## src/rtl/lcd_bus_if.sv

```systemverilog
// Client request/ack handshake plus the HD44780 pin group driven by the arbiter.
// The master modport is the client side; the slave modport is the arbiter.
interface lcd_bus_if #(
  parameter int NUM_CLI = 2,
  parameter int DATA_W  = 8
);
  logic [NUM_CLI-1:0]             req;
  logic [NUM_CLI-1:0]             req_rs;
  logic [NUM_CLI-1:0][DATA_W-1:0] req_data;
  logic [NUM_CLI-1:0]             ack;
  logic                           busy;
  logic                           init_done;
  logic [DATA_W-1:0]              LCD_DataBus;
  logic                           LCD_RS;
  logic                           LCD_RW;
  logic                           LCD_EN;
  logic                           LCD_ON;

  modport master (
    output req, req_rs, req_data,
    input  ack, busy, init_done
  );

  modport slave (
    input  req, req_rs, req_data,
    output ack, busy, init_done,
    output LCD_DataBus, LCD_RS, LCD_RW, LCD_EN, LCD_ON
  );
endinterface

```

## src/rtl/lcd_bus_arbiter.sv

```systemverilog
// Shared HD44780 write bus: power-up init, two-client round-robin byte writes,
// and all setup / EN strobe / hold / execution-wait timing.
module lcd_bus_arbiter #(
  parameter int unsigned SETUP_CYC  = 20,
  parameter int unsigned EN_CYC     = 75,
  parameter int unsigned HOLD_CYC   = 20,
  parameter int unsigned SHORT_WAIT = 2500,
  parameter int unsigned LONG_WAIT  = 82000,
  parameter int unsigned PWRUP_WAIT = 750000
) (
  input  logic     clk,
  input  logic     rst,
  lcd_bus_if.slave bus
);

  typedef enum logic [2:0] {
    PWRUP, INIT, GRANT, SETUP, PULSE, HOLD, WAIT, IDLE
  } state_t;

  state_t      state;
  logic [31:0] cnt;
  logic [31:0] phase_len;
  logic        phase_done;
  logic [1:0]  init_idx;
  logic        rr;          // client holding priority at the next arbitration
  logic        win;
  logic        pend_rs;
  logic [7:0]  pend_data;
  logic        long_wait;

  function automatic logic [7:0] init_byte(input logic [1:0] idx);
    case (idx)
      2'd0:    return 8'h38;
      2'd1:    return 8'h0C;
      2'd2:    return 8'h01;
      default: return 8'h06;
    endcase
  endfunction

  // Clear display / return home need the long execution time.
  assign long_wait = !bus.LCD_RS && (bus.LCD_DataBus[7:2] == 6'd0) &&
                     (bus.LCD_DataBus != 8'd0);

  always_comb begin
    phase_len = 32'd1;
    unique case (state)
      PWRUP:   phase_len = 32'(PWRUP_WAIT);
      SETUP:   phase_len = 32'(SETUP_CYC);
      PULSE:   phase_len = 32'(EN_CYC);
      HOLD:    phase_len = 32'(HOLD_CYC);
      WAIT:    phase_len = long_wait ? 32'(LONG_WAIT) : 32'(SHORT_WAIT);
      default: phase_len = 32'd1;
    endcase
  end

  assign phase_done = (cnt == phase_len - 32'd1);
  assign win        = bus.req[rr] ? rr : ~rr;
  assign bus.LCD_RW = 1'b0;

  always_ff @(posedge clk or posedge rst) begin
    if (rst) begin
      state           <= PWRUP;
      cnt             <= 32'd0;
      init_idx        <= 2'd0;
      rr              <= 1'b0;
      pend_rs         <= 1'b0;
      pend_data       <= 8'd0;
      bus.LCD_DataBus <= 8'd0;
      bus.LCD_RS      <= 1'b0;
      bus.LCD_EN      <= 1'b0;
      bus.LCD_ON      <= 1'b0;
      bus.ack         <= 2'b00;
      bus.busy        <= 1'b1;
      bus.init_done   <= 1'b0;
    end else begin
      bus.LCD_ON <= 1'b1;
      bus.ack    <= 2'b00;
      cnt        <= cnt + 32'd1;
      unique case (state)
        PWRUP: if (phase_done) begin
          state <= INIT;
          cnt   <= 32'd0;
        end
        INIT: begin
          bus.LCD_RS      <= 1'b0;
          bus.LCD_DataBus <= init_byte(init_idx);
          state           <= SETUP;
          cnt             <= 32'd0;
        end
        // Ack is visible this cycle; the captured byte reaches the pins next.
        GRANT: begin
          bus.LCD_RS      <= pend_rs;
          bus.LCD_DataBus <= pend_data;
          state           <= SETUP;
          cnt             <= 32'd0;
        end
        SETUP: if (phase_done) begin
          bus.LCD_EN <= 1'b1;
          state      <= PULSE;
          cnt        <= 32'd0;
        end
        PULSE: if (phase_done) begin
          bus.LCD_EN <= 1'b0;
          state      <= HOLD;
          cnt        <= 32'd0;
        end
        HOLD: if (phase_done) begin
          state <= WAIT;
          cnt   <= 32'd0;
        end
        WAIT: if (phase_done) begin
          cnt <= 32'd0;
          if (bus.init_done || init_idx == 2'd3) begin
            state         <= IDLE;
            bus.busy      <= 1'b0;
            bus.init_done <= 1'b1;
          end else begin
            init_idx <= init_idx + 2'd1;
            state    <= INIT;
          end
        end
        IDLE: begin
          cnt <= 32'd0;
          if (|bus.req) begin
            bus.ack   <= win ? 2'b10 : 2'b01;
            pend_rs   <= bus.req_rs[win];
            pend_data <= bus.req_data[win];
            rr        <= ~win;
            bus.busy  <= 1'b1;
            state     <= GRANT;
          end
        end
      endcase
    end
  end

endmodule

```

## src/flat_wrapper.sv

```systemverilog
// flat-port wrapper written by rule: the top's interface ports become plain ports
module lcd_bus_arbiter_flat 
#(
  parameter int unsigned SETUP_CYC  = 20,
  parameter int unsigned EN_CYC     = 75,
  parameter int unsigned HOLD_CYC   = 20,
  parameter int unsigned SHORT_WAIT = 2500,
  parameter int unsigned LONG_WAIT  = 82000,
  parameter int unsigned PWRUP_WAIT = 750000
)
  (clk, rst, bus_req, bus_req_rs, bus_req_data, bus_ack, bus_busy, bus_init_done, bus_LCD_DataBus, bus_LCD_RS, bus_LCD_RW, bus_LCD_EN, bus_LCD_ON);
  lcd_bus_if bus_i ();
  input  logic clk;
  input  logic rst;
  input wire logic [$bits(bus_i.req)-1:0] bus_req;
  input wire logic [$bits(bus_i.req_rs)-1:0] bus_req_rs;
  input wire logic [$bits(bus_i.req_data)-1:0] bus_req_data;
  output wire logic [$bits(bus_i.ack)-1:0] bus_ack;
  output wire logic [$bits(bus_i.busy)-1:0] bus_busy;
  output wire logic [$bits(bus_i.init_done)-1:0] bus_init_done;
  output wire logic [$bits(bus_i.LCD_DataBus)-1:0] bus_LCD_DataBus;
  output wire logic [$bits(bus_i.LCD_RS)-1:0] bus_LCD_RS;
  output wire logic [$bits(bus_i.LCD_RW)-1:0] bus_LCD_RW;
  output wire logic [$bits(bus_i.LCD_EN)-1:0] bus_LCD_EN;
  output wire logic [$bits(bus_i.LCD_ON)-1:0] bus_LCD_ON;
  assign bus_i.req = bus_req;
  assign bus_i.req_rs = bus_req_rs;
  assign bus_i.req_data = bus_req_data;
  assign bus_ack = bus_i.ack;
  assign bus_busy = bus_i.busy;
  assign bus_init_done = bus_i.init_done;
  assign bus_LCD_DataBus = bus_i.LCD_DataBus;
  assign bus_LCD_RS = bus_i.LCD_RS;
  assign bus_LCD_RW = bus_i.LCD_RW;
  assign bus_LCD_EN = bus_i.LCD_EN;
  assign bus_LCD_ON = bus_i.LCD_ON;
  lcd_bus_arbiter #(.SETUP_CYC(SETUP_CYC), .EN_CYC(EN_CYC), .HOLD_CYC(HOLD_CYC), .SHORT_WAIT(SHORT_WAIT), .LONG_WAIT(LONG_WAIT), .PWRUP_WAIT(PWRUP_WAIT)) u_core (.clk(clk), .rst(rst), .bus(bus_i));
endmodule
```

## config.mk

```make
export PLATFORM = sky130hd
export DESIGN_NAME = lcd_bus_arbiter_flat
export DESIGN_NICKNAME = d
export VERILOG_FILES = /design/src/rtl/lcd_bus_if.sv /design/src/rtl/lcd_bus_arbiter.sv /design/src/flat_wrapper.sv
export SDC_FILE = /design/constraint.sdc
export NUM_CORES = 1
export LEC_CHECK = 0
export ABC_AREA = 1
export CORE_UTILIZATION = 45
export CTS_BUF_LIST = sky130_fd_sc_hd__clkbuf_4 sky130_fd_sc_hd__clkbuf_8 sky130_fd_sc_hd__clkbuf_16
export DETAILED_ROUTE_END_ITERATION = 6
export HOLD_SLACK_MARGIN = 0.03
export PLACE_DENSITY_LB_ADDON = 0.3
export SLEW_MARGIN = 15
export SYNTH_ARGS = -nofsm -noshare
export SYNTH_HDL_FRONTEND = slang
export SYNTH_SLANG_ARGS = --single-unit
```

## constraint.sdc

```tcl
create_clock -name clk -period 3.17 [get_ports clk]
set_input_delay 0.634 -clock clk [delete_from_list [all_inputs] [get_ports clk]]
set_output_delay 0.634 -clock clk [all_outputs]
set_load 0.05 [all_outputs]
```

After elaboration in Yosys (flattened, before gate mapping). Index checks and enable logic that the tools add are counted.

Flip-flop bits (word level): 62. Input port bits: 22. Word-level logic and storage cells: 93.

$add $sub $neg: 3. $lt $le $gt $ge: 2. Equality and inequality tests: 18. Muxes and demuxes: 32. Bitwise logic cells: 3. Reduce and logical (&&, ||, !) cells: 22.

Operators with widths (number): case mux 32 bit (4 select lines) (1); case mux 32 bit (2 select lines) (1); adder 32 x 1 -> 32 bit, second input constant (1); equality test 32 bit (1); two-way mux 32 bit (1); subtractor 32 x 1 -> 32 bit, second input constant (1); two-way mux 3 bit (7); case mux 3 bit (7 select lines) (1); case mux 6 bit (3 select lines) (1); two-way mux 17 bit (1); two-way mux 8 bit (2); case mux 8 bit (2 select lines) (1); != test 2 x 1 -> 1 bit, second input constant (7); equality test 3 bit, second input constant (4); two-way mux 1 bit (10); AND reduction 3 bit (3); nonzero test 8 bit (1); equality test 3 x 2 -> 1 bit, second input constant (2); logical NOT 6 bit (1); two-way mux 2 bit (3); case mux 1 bit (2 select lines) (3); AND reduction 6 bit (1); nonzero test 2 bit (3); OR reduction 2 bit (3); other kinds (15) (20).

Longest topological paths before layout. Gate-level depths: netlist (run 1).

Word-level depth: 9. Mapped depth: 16. Gate-level depth less buffers: 16.

Least setup slack after synthesis (run 1). Ideal clock, no wire load.

Path kind: flip-flop to flip-flop. Start point: reg u_core.bus.LCD_DataBus[5]. End point: reg u_core.cnt[6]. Arrival time: 1.874 ns. Path slack: 1.174 ns. Cell stages (with the launch flop): 14. Path buffers: 1. Period minus slack after synthesis: 1.996 ns. Cell sequence: dfrtp_1 > nor3_1 > nand2_1 > nand2_1 > nand2_1 > nand2_1 > nand2_1 > inv_1 > nand3_1 > nor2_2 > nand2_2 > nand2_8 > buf_6 > nor2_1.

Word-level cells in the longest chain between the ends: 9. Elaborated cells between the ends (all ways): 10.

RTL lines: start, declared (line lcd_bus_if.sv:27) `output LCD_DataBus, LCD_RS, LCD_RW, LCD_EN, LCD_ON`; start signal, assigned (line lcd_bus_arbiter.sv:86) `bus.LCD_DataBus <= init_byte(init_idx);`; start signal, assigned (line lcd_bus_arbiter.sv:93) `bus.LCD_DataBus <= pend_data;`; logical NOT 6 bit (line lcd_bus_arbiter.sv:41) `assign long_wait = !bus.LCD_RS && (bus.LCD_DataBus[7:2] == 6'd0) &&`; logical AND 1 bit (line lcd_bus_arbiter.sv:41); logical AND 1 bit * (line lcd_bus_arbiter.sv:41); two-way mux 17 bit * (line lcd_bus_arbiter.sv:51) `WAIT: phase_len = long_wait ? 32'(LONG_WAIT) : 32'(SHORT_WAIT);`; case mux 32 bit (4 select lines) * (line lcd_bus_arbiter.sv:46) `unique case (state)`; subtractor 32 x 1 -> 32 bit * (line lcd_bus_arbiter.sv:56) `assign phase_done = (cnt == phase_len - 32'd1);`; equality test 32 bit * (line lcd_bus_arbiter.sv:56); two-way mux 32 bit *; case mux 32 bit (2 select lines) * (line lcd_bus_arbiter.sv:79) `unique case (state)`; end signal, assigned (line lcd_bus_arbiter.sv:78) `cnt <= cnt + 32'd1;`; end, declared (line lcd_bus_arbiter.sv:21) `logic [31:0] cnt;`.

Mark *: on every way between the ends. The rest lies on a longest branch, timed or not. A chain may end at the register's enable or synchronous reset.

Final worst setup path (run 1).
Start point: reg u_core.state[1]. End point: reg u_core.state[2].

Word-level cells in the longest chain between the ends: 7. Elaborated cells between the ends (all ways): 21.

RTL lines: start, declared (line lcd_bus_arbiter.sv:20) `state_t state;`; start signal, assigned (line lcd_bus_arbiter.sv:62) `state <= PWRUP;`; start signal, assigned (line lcd_bus_arbiter.sv:81) `state <= INIT;`; start signal, assigned (line lcd_bus_arbiter.sv:87) `state <= SETUP;`; equality test 3 x 2 -> 1 bit or equality test 3 bit (tied branches) (line lcd_bus_arbiter.sv:46, lcd_bus_arbiter.sv:79); OR reduction 2 bit (no line); case mux 32 bit (4 select lines) (line lcd_bus_arbiter.sv:46); subtractor 32 x 1 -> 32 bit (line lcd_bus_arbiter.sv:56); equality test 32 bit (line lcd_bus_arbiter.sv:56); != test 2 x 1 -> 1 bit (no line); AND reduction 6 bit (no line).

Parallel ways exist; a longest one is shown, timed or not.

==> results of run 1 <==
synth_stat cells, drive strengths merged, types with 2 or more instances:
cell type,count
inv,64
o221ai,2
xnor2,3
xor2,17
nand4,12
nand3,44
nor4,7
dfrtp,61
buf,5
nand2,136
a21oi,5
ha,6
o21bai,2
nor2,84
conb,2
nor3b,3
clkbuf,3
nand3b,2
o211ai,7
o31ai,2
nor3,19
o21ai,12
routing by layer:
metal  track usage (%)  part of all wire [%]  up-vias
met5                 0                     0        -
met4              10.0                   2.3        0
met3              5.25                   5.7       19
met2              33.1                    44       74
met1              31.2                    48     1537
li1                  -                     -     1688
layout by cell type (no fill, tap or decap), drive strengths merged:
cell type and instances:
o21a 1, nand4 12, a31oi 1, nand2 136, nand3b 2, a21oi 5, ha 6, clkbuf 10
o211ai 7, nand3 44, clkdlybuf4s50 36, xnor2 3, dfrtp 61, o21bai 2, nor2 84, clkinvlp 3
clkinv 2, conb 2, bufinv 1, o21ai 12, buf 1, nor3b 3, o31ai 2, nor4 7
nor3 19, inv 65, dfstp 1, xor2 17, o221ai 2
worst paths after layout:
path,depth (start not counted),slack [ns],to
min reg2reg,2,0.49,u_core.bus.busy$_DFFE_PP1P_
min,2,0.49,u_core.bus.busy$_DFFE_PP1P_
max in group asynchronous,3,1.87,u_core.bus.busy$_DFFE_PP1P_
max,15,0.73,u_core.state[2]$_DFFE_PP0P_
max reg2reg,15,0.73,u_core.state[2]$_DFFE_PP0P_
min in group asynchronous,2,0.65,u_core.bus.LCD_ON$_DFF_PP0_
sequential cells by signal, indices dropped and copies added, names as in the netlist:
| register | count |
|---|---|
| u_core.cnt | 32 |
| u_core.state | 3 |
| u_core.bus.LCD_DataBus | 8 |
| u_core.pend_data | 8 |
| u_core.bus.init_done | 1 |
| u_core.bus.LCD_EN | 1 |
| u_core.bus.LCD_ON | 1 |
| u_core.bus.LCD_RS | 1 |
| u_core.init_idx | 2 |
| u_core.rr | 1 |
| u_core.bus.ack | 2 |
| u_core.pend_rs | 1 |
| u_core.bus.busy | 1 |
critical path, stage by stage (launching register included):
cell	delay, ns
dfrtp_1	0.52
inv_1	0.14
nand2_1	0.09
nand3_2	0.22
nand2_4	0.28
nand2_1	0.08
nand2_1	0.09
nand3_1	0.08
nor2_1	0.09
nand3_1	0.08
nor2_2	0.13
nand2_2	0.14
nand2_8	0.18
nand2_2	0.08
nand2_1	0.06
nand2_1	0.05
kinds of logic after synthesis:
group	after synthesis	synth area share, %
AOI/OAI and AO/OA	32	5.36
xor gates and xnor gates	20	4.72
adders and majority gates	6	2.02
buffers and inverters	73	7.99
DFF	62	41.8
other	2	0.202
and+or+nand+nor	307	37.9
area by class of cell:
class / instances / area share (%)
multi-input cells: 367 / 42.6
flip-flops and latches: 62 / 35.5
repair buffers: 37 / 8.69
inverters: 65 / 5.58
clock buffers: 10 / 3.15
well taps: 102 / 2.92
clock inverters: 6 / 1.60
power by group:
group	internal, mW	switching, mW
Clock	0.388	0.339
Combinational	0.0336	0.0342
Sequential	0.802	0.00546
Total	1.22	0.378
metrics by stage:
| step | total power [mW] | hold WS [ns] | worst slack [ns] | instances |
|---|---|---|---|---|
| detailed placement | 0.893 | 0.484 | 0.757 | 633 |
| floorplan | 0.852 | 0.459 | 0.996 | 502 |
| global placement | 0.891 | 0.489 | 0.831 | 633 |
| global route | 1.67 | 0.532 | 0.409 | 649 |
| finish | 1.60 | 0.494 | 0.731 | 649 |
| CTS | 1.62 | 0.499 | 0.717 | 649 |
==> results.toml, run 1 <==
[status]
outcome = "completed"

[cells_and_area]
seq_area_mm2 = 0.00155
diodes = 0
nNetsFinal = 570
multi_input_area_mm2 = 0.00186
final_cell_area_mm2 = 0.00438
drive_gt1_share_pct = 8.41
final_util_pct = 55.8
syn2layout_area_growth_pct = 17.9
fillers = 751

[floorplanning]
rows = 32
start_util_pct = 47.3
die_area_mm2 = 0.00862
fp.dieH_um = 92.8
die_x_um = 92.8
io_pins = 38
core_mm2 = 0.00785

[hold_path]
min_path_type = "reg2reg"
min-delay-start = "u_core.bus.busy$_DFFE_PP1P_"

[sta]
fmax_mhz = 410
slew_viol_final = 0
grt_setup_unrepaired = "false"
hold_viol = 0
fin_crit_ns = 2.44
timing.final.crit_share_pct = 76.9
slew_headroom_pct = 62.4
worst_pin_slew_ns = 0.563
skew_ns = 0.00800
finalSetupViolCount = 0
finalSetupTns_ns = 0

[yosys]
yosysTopAreaCell = "dfrtp_1"
synth.net_count = 530
synth_cell_types = 40
synth_area_mm2 = 0.00371
synth_top_area_share_pct = 41.1
synth-warning-count = 0
synth-edff-count = 0
syn_area_per_cell_um2 = 7.40
ys_top_cells_by_area = "dfrtp_1 (41%), nand2_1 (13%), nor2_1 (7.7%)"
async_flop_share_pct = 100
synth_cells = 502
synthFlopType = "dfrtp_1"
yosysSeqAreaShare_pct = 41.8
ys_ff_latch = 62

[placement]
hpwl_um = 6490
place_area_mm2 = 0.00417
numPortBuffers = 36
finalWeightedCongestion = 0.934

[route]
antenna_left = 0
vias = 3318
drtIter0Drc = 149
wl_um = 8650
drc_errors = 0
viasPerCell = 5.11
wl_per_cell_um = 13.3
first_pass_iters = 4

[power_and_ir_drop]
p_per_area_mw_per_mm2 = 366
leakage_nw = 2.03
ir_worst_vdd_mv = 0.277

[setup_path]
reg2reg_from = "u_core.state[1]$_DFFE_PP0P_"
path_class = "reg2reg"
crit_start = "u_core.state[1]$_DFFE_PP0P_"
end_kind = "flip-flop"
path_max_fanout = 19
critPathLaunchType = "flip-flop"
cp.required_ns = 3.41
arrival_ns = 2.68

[global_route]
grt_pass1_wl_um = 15000
gr-total-overflow = 0
grt_pass1_vias = 3191
grt_usage_pct = 22.4
antenna_found_initial = 0
grt_max_degree = 39

[clock_tree]
postCtsSetupBuffers = 0
clock_sinks = 62
cts_root_buffer = "clkbuf_8"
cts_tree = "done"
clkTransAtPathRegs_ns = 0.08
cts_max_path_buffers = 2
insertion_delay_ns = 0.35
ctsHoldBuffers = 0
htree_levels = 3
cts_inserted_buffers = 9
post_cts_resized = 0

[flow_run]
max-cap-violations = 0
Power figures use the tool's default switching activity.
==> run 2, diff against run 1 <==
clock period = 2.5 ns   (was 3.17 ns; I/O delays follow)
==> results.toml, run 2 (synthesis gave the netlist of run 1 again) <==
[status]
outcome = "completed"

[sta]
skew_ns = 0.0146
fmax_mhz = 444
whs_ns = 0.507
slew_viol_final = 0
fin_crit_ns = 2.25
hold_viol = 0
finalSetupTns_ns = 0
slew_headroom_pct = 65.3
grt_setup_unrepaired = "false"
finalSetupViolCount = 0
worst_pin_slew_ns = 0.519
timing.final.crit_share_pct = 90.2

[global_route]
grt_pass1_vias = 3262
gr-total-overflow = 0
grt_pass1_wl_um = 15600
grt_max_degree = 37
antenna_found_initial = 0
grt_usage_pct = 23.4

[setup_path]
r2r_end = "u_core.cnt[31]$_DFF_PP0_"
path_class = "reg2reg"
r2r_setup_slack_ns = 0.25
critPathLaunchType = "flip-flop"
reg2regPathDepth = 11
path_max_fanout = 4
cp.buffers_inverters = 2
arrival_ns = 2.49
critPathTopFamily = "simple AND/OR/NAND/NOR gates"
crit_chain = "inv_1 -> nor3_2 -> nand2_1 -> nor2_2 -> nand3b_2 -> nor2_2 -> inv_1 -> nor2_4 -> nand3_1 -> xor2_1 -> nor2_1"
cp_slowest_stage_delay_ns = 0.45
cp.required_ns = 2.73
cp_slowest_cell = "dfrtp_1"
end_kind = "flip-flop"
reg2reg_from = "u_core.cnt[2]$_DFF_PP0_"

[route]
antenna_left = 0
viasPerCell = 5.29
wl_per_cell_um = 14.2
drc_errors = 0
first_pass_iters = 4
wl_um = 9240
drtIter0Drc = 184
vias = 3448

[placement]
numPortBuffers = 36
hpwl_um = 6960
post-place-cells = 636
finalWeightedCongestion = 0.973

[cells_and_area]
final_util_pct = 56.3
syn2layout_area_growth_pct = 19.1
diodes = 0
largest_register_ffs = 32
layout_common_cells = "nand2_1 (130), nor2_1 (76), dfrtp_1 (60)"
fillers = 741
seq_area_mm2 = 0.00155
nNetsFinal = 573
multi_input_area_mm2 = 0.00188
drive_gt1_share_pct = 9.09
reg_top3 = "u_core.cnt: 32 flops, u_core.bus.LCD_DataBus: 8 flops, u_core.pend_data: 8 flops"
largest_register = "u_core.cnt"
stdcell_count = 652
final_common_cell = "nand2_1"

[flow_run]
max-cap-violations = 0

[hold_path]
min_delay_path_depth = 2
hold_end = "u_core.rr$_DFFE_PP0P_"
min-delay-start = "u_core.rr$_DFFE_PP0P_"
min_path_type = "reg2reg"

[power_and_ir_drop]
p_per_area_mw_per_mm2 = 481
leakage_nw = 2.06
internal-power_mw = 1.65
total_switching_power_uw = 474
ir_worst_vdd_mv = 0.258
p_comb_share_pct = 4.0
pwr-share-seq_pct = 48.2
power_frac_clock_pct = 47.8
p_sw_share_pct = 22.3

[clock_tree]
cts_root_buffer = "clkbuf_8"
htree_levels = 3
clkTransAtPathRegs_ns = 0.08
cts_inserted_buffers = 9
insertion_delay_ns = 0.35
cts_max_path_buffers = 2
clock_sinks = 62
cts_tree = "done"
postCtsSetupBuffers = 0

[floorplanning]
rows = 32
fp.dieH_um = 92.8
die_area_mm2 = 0.00862
start_util_pct = 47.3
io_pins = 38
die_x_um = 92.8
core_mm2 = 0.00785
run 2: cell types whose count changed in the layout (fill, tap and decap cells not counted):
| cell | before | now |
|---|---|---|
| buf_12 | 1 | 0 |
| buf_4 | 0 | 4 |
| bufinv_16 | 1 | 2 |
| clkinvlp_4 | 3 | 2 |
| dfrtp_1 | 61 | 60 |
| dfrtp_2 | 0 | 1 |
| nand2_2 | 4 | 3 |
| nand2_4 | 1 | 2 |
| nand3_2 | 3 | 2 |
| nand3_4 | 0 | 1 |
run 2: worst reg2reg max path, delay by kind of cell, from the launching register on:
family / cells / cell delay [ns]
xor gates and xnor gates: 1 / 0.14
buffers and inverters: 2 / 0.24
DFF: 1 / 0.45
and+or+nand+nor: 8 / 1.31
run 2: per-stage QoR:
step,power (mW),setup slack [ns],area [um^2]
2_1_floorplan,1.08,0.460,3710
3_3_place_gp,1.13,0.333,4180
3_5_place_dp,1.13,0.228,4180
4_1_cts,2.15,0.226,4410
5_1_grt,2.20,0.0697,4420
6_report,2.13,0.246,4420
run 2: worst max-delay path by stage:
stage                                     start                                    end  slack (ns)  depth (start not counted)
finish                  u_core.cnt[2]$_DFF_PP0_               u_core.cnt[31]$_DFF_PP0_        0.25                         11
global route        u_core.state[2]$_DFFE_PP0P_            u_core.state[0]$_DFFE_PP0P_        0.07                         14
detailed placement  u_core.state[1]$_DFFE_PP0P_            u_core.state[2]$_DFFE_PP0P_        0.23                         15
CTS                 u_core.state[1]$_DFFE_PP0P_            u_core.state[1]$_DFFE_PP0P_        0.23                         15
floorplan                                   rst  u_core.bus.LCD_DataBus[0]$_DFFE_PP0P_        0.46                          1
global placement    u_core.state[1]$_DFFE_PP0P_            u_core.state[0]$_DFFE_PP0P_        0.33                         15
run 2: routing by layer:
metal,vias up,part of all wire (%),global-route usage [%]
li1,1693,-,-
met1,1635,48,32.1
met2,101,46,36.8
met3,19,4.3,4.76
met4,0,1.9,7.56
met5,-,0,0
run 2: what timing repair did:
action	in CTS	in global routing
hold buffers	0	0
gates resized for setup	0	3
endpoints found under the setup margin	0	3
run 2: final cells by class:
cell class	instances	area share, %
inverters	65	5.52
clock buffers	10	3.11
well taps	102	2.89
clock inverters	6	2.09
flip-flops and latches	62	35.1
multi-input cells	367	42.4
repair buffers	40	8.83
run 2: power groups by stage:
| stage | Combinational, mW | Sequential, mW | Clock (mW) |
|---|---|---|---|
| 2_1_floorplan | 0.0369 | 1.04 | 0 |
| 3_3_place_gp | 0.0856 | 1.04 | 0 |
| 3_5_place_dp | 0.0875 | 1.04 | 0 |
| 4_1_cts | 0.0875 | 1.02 | 1.04 |
| 5_1_grt | 0.0965 | 1.03 | 1.08 |
| 6_report | 0.0846 | 1.03 | 1.02 |
==> run 3, diff against run 2 <==
CTS_BUF_LIST = default   (was sky130_fd_sc_hd__clkbuf_4 sky130_fd_sc_hd__clkbuf_8 sky130_fd_sc_hd__clkbuf_16)
==> results of run 3 <==
Same layout as run 2: the final DEF is identical, and so are final timing and power.
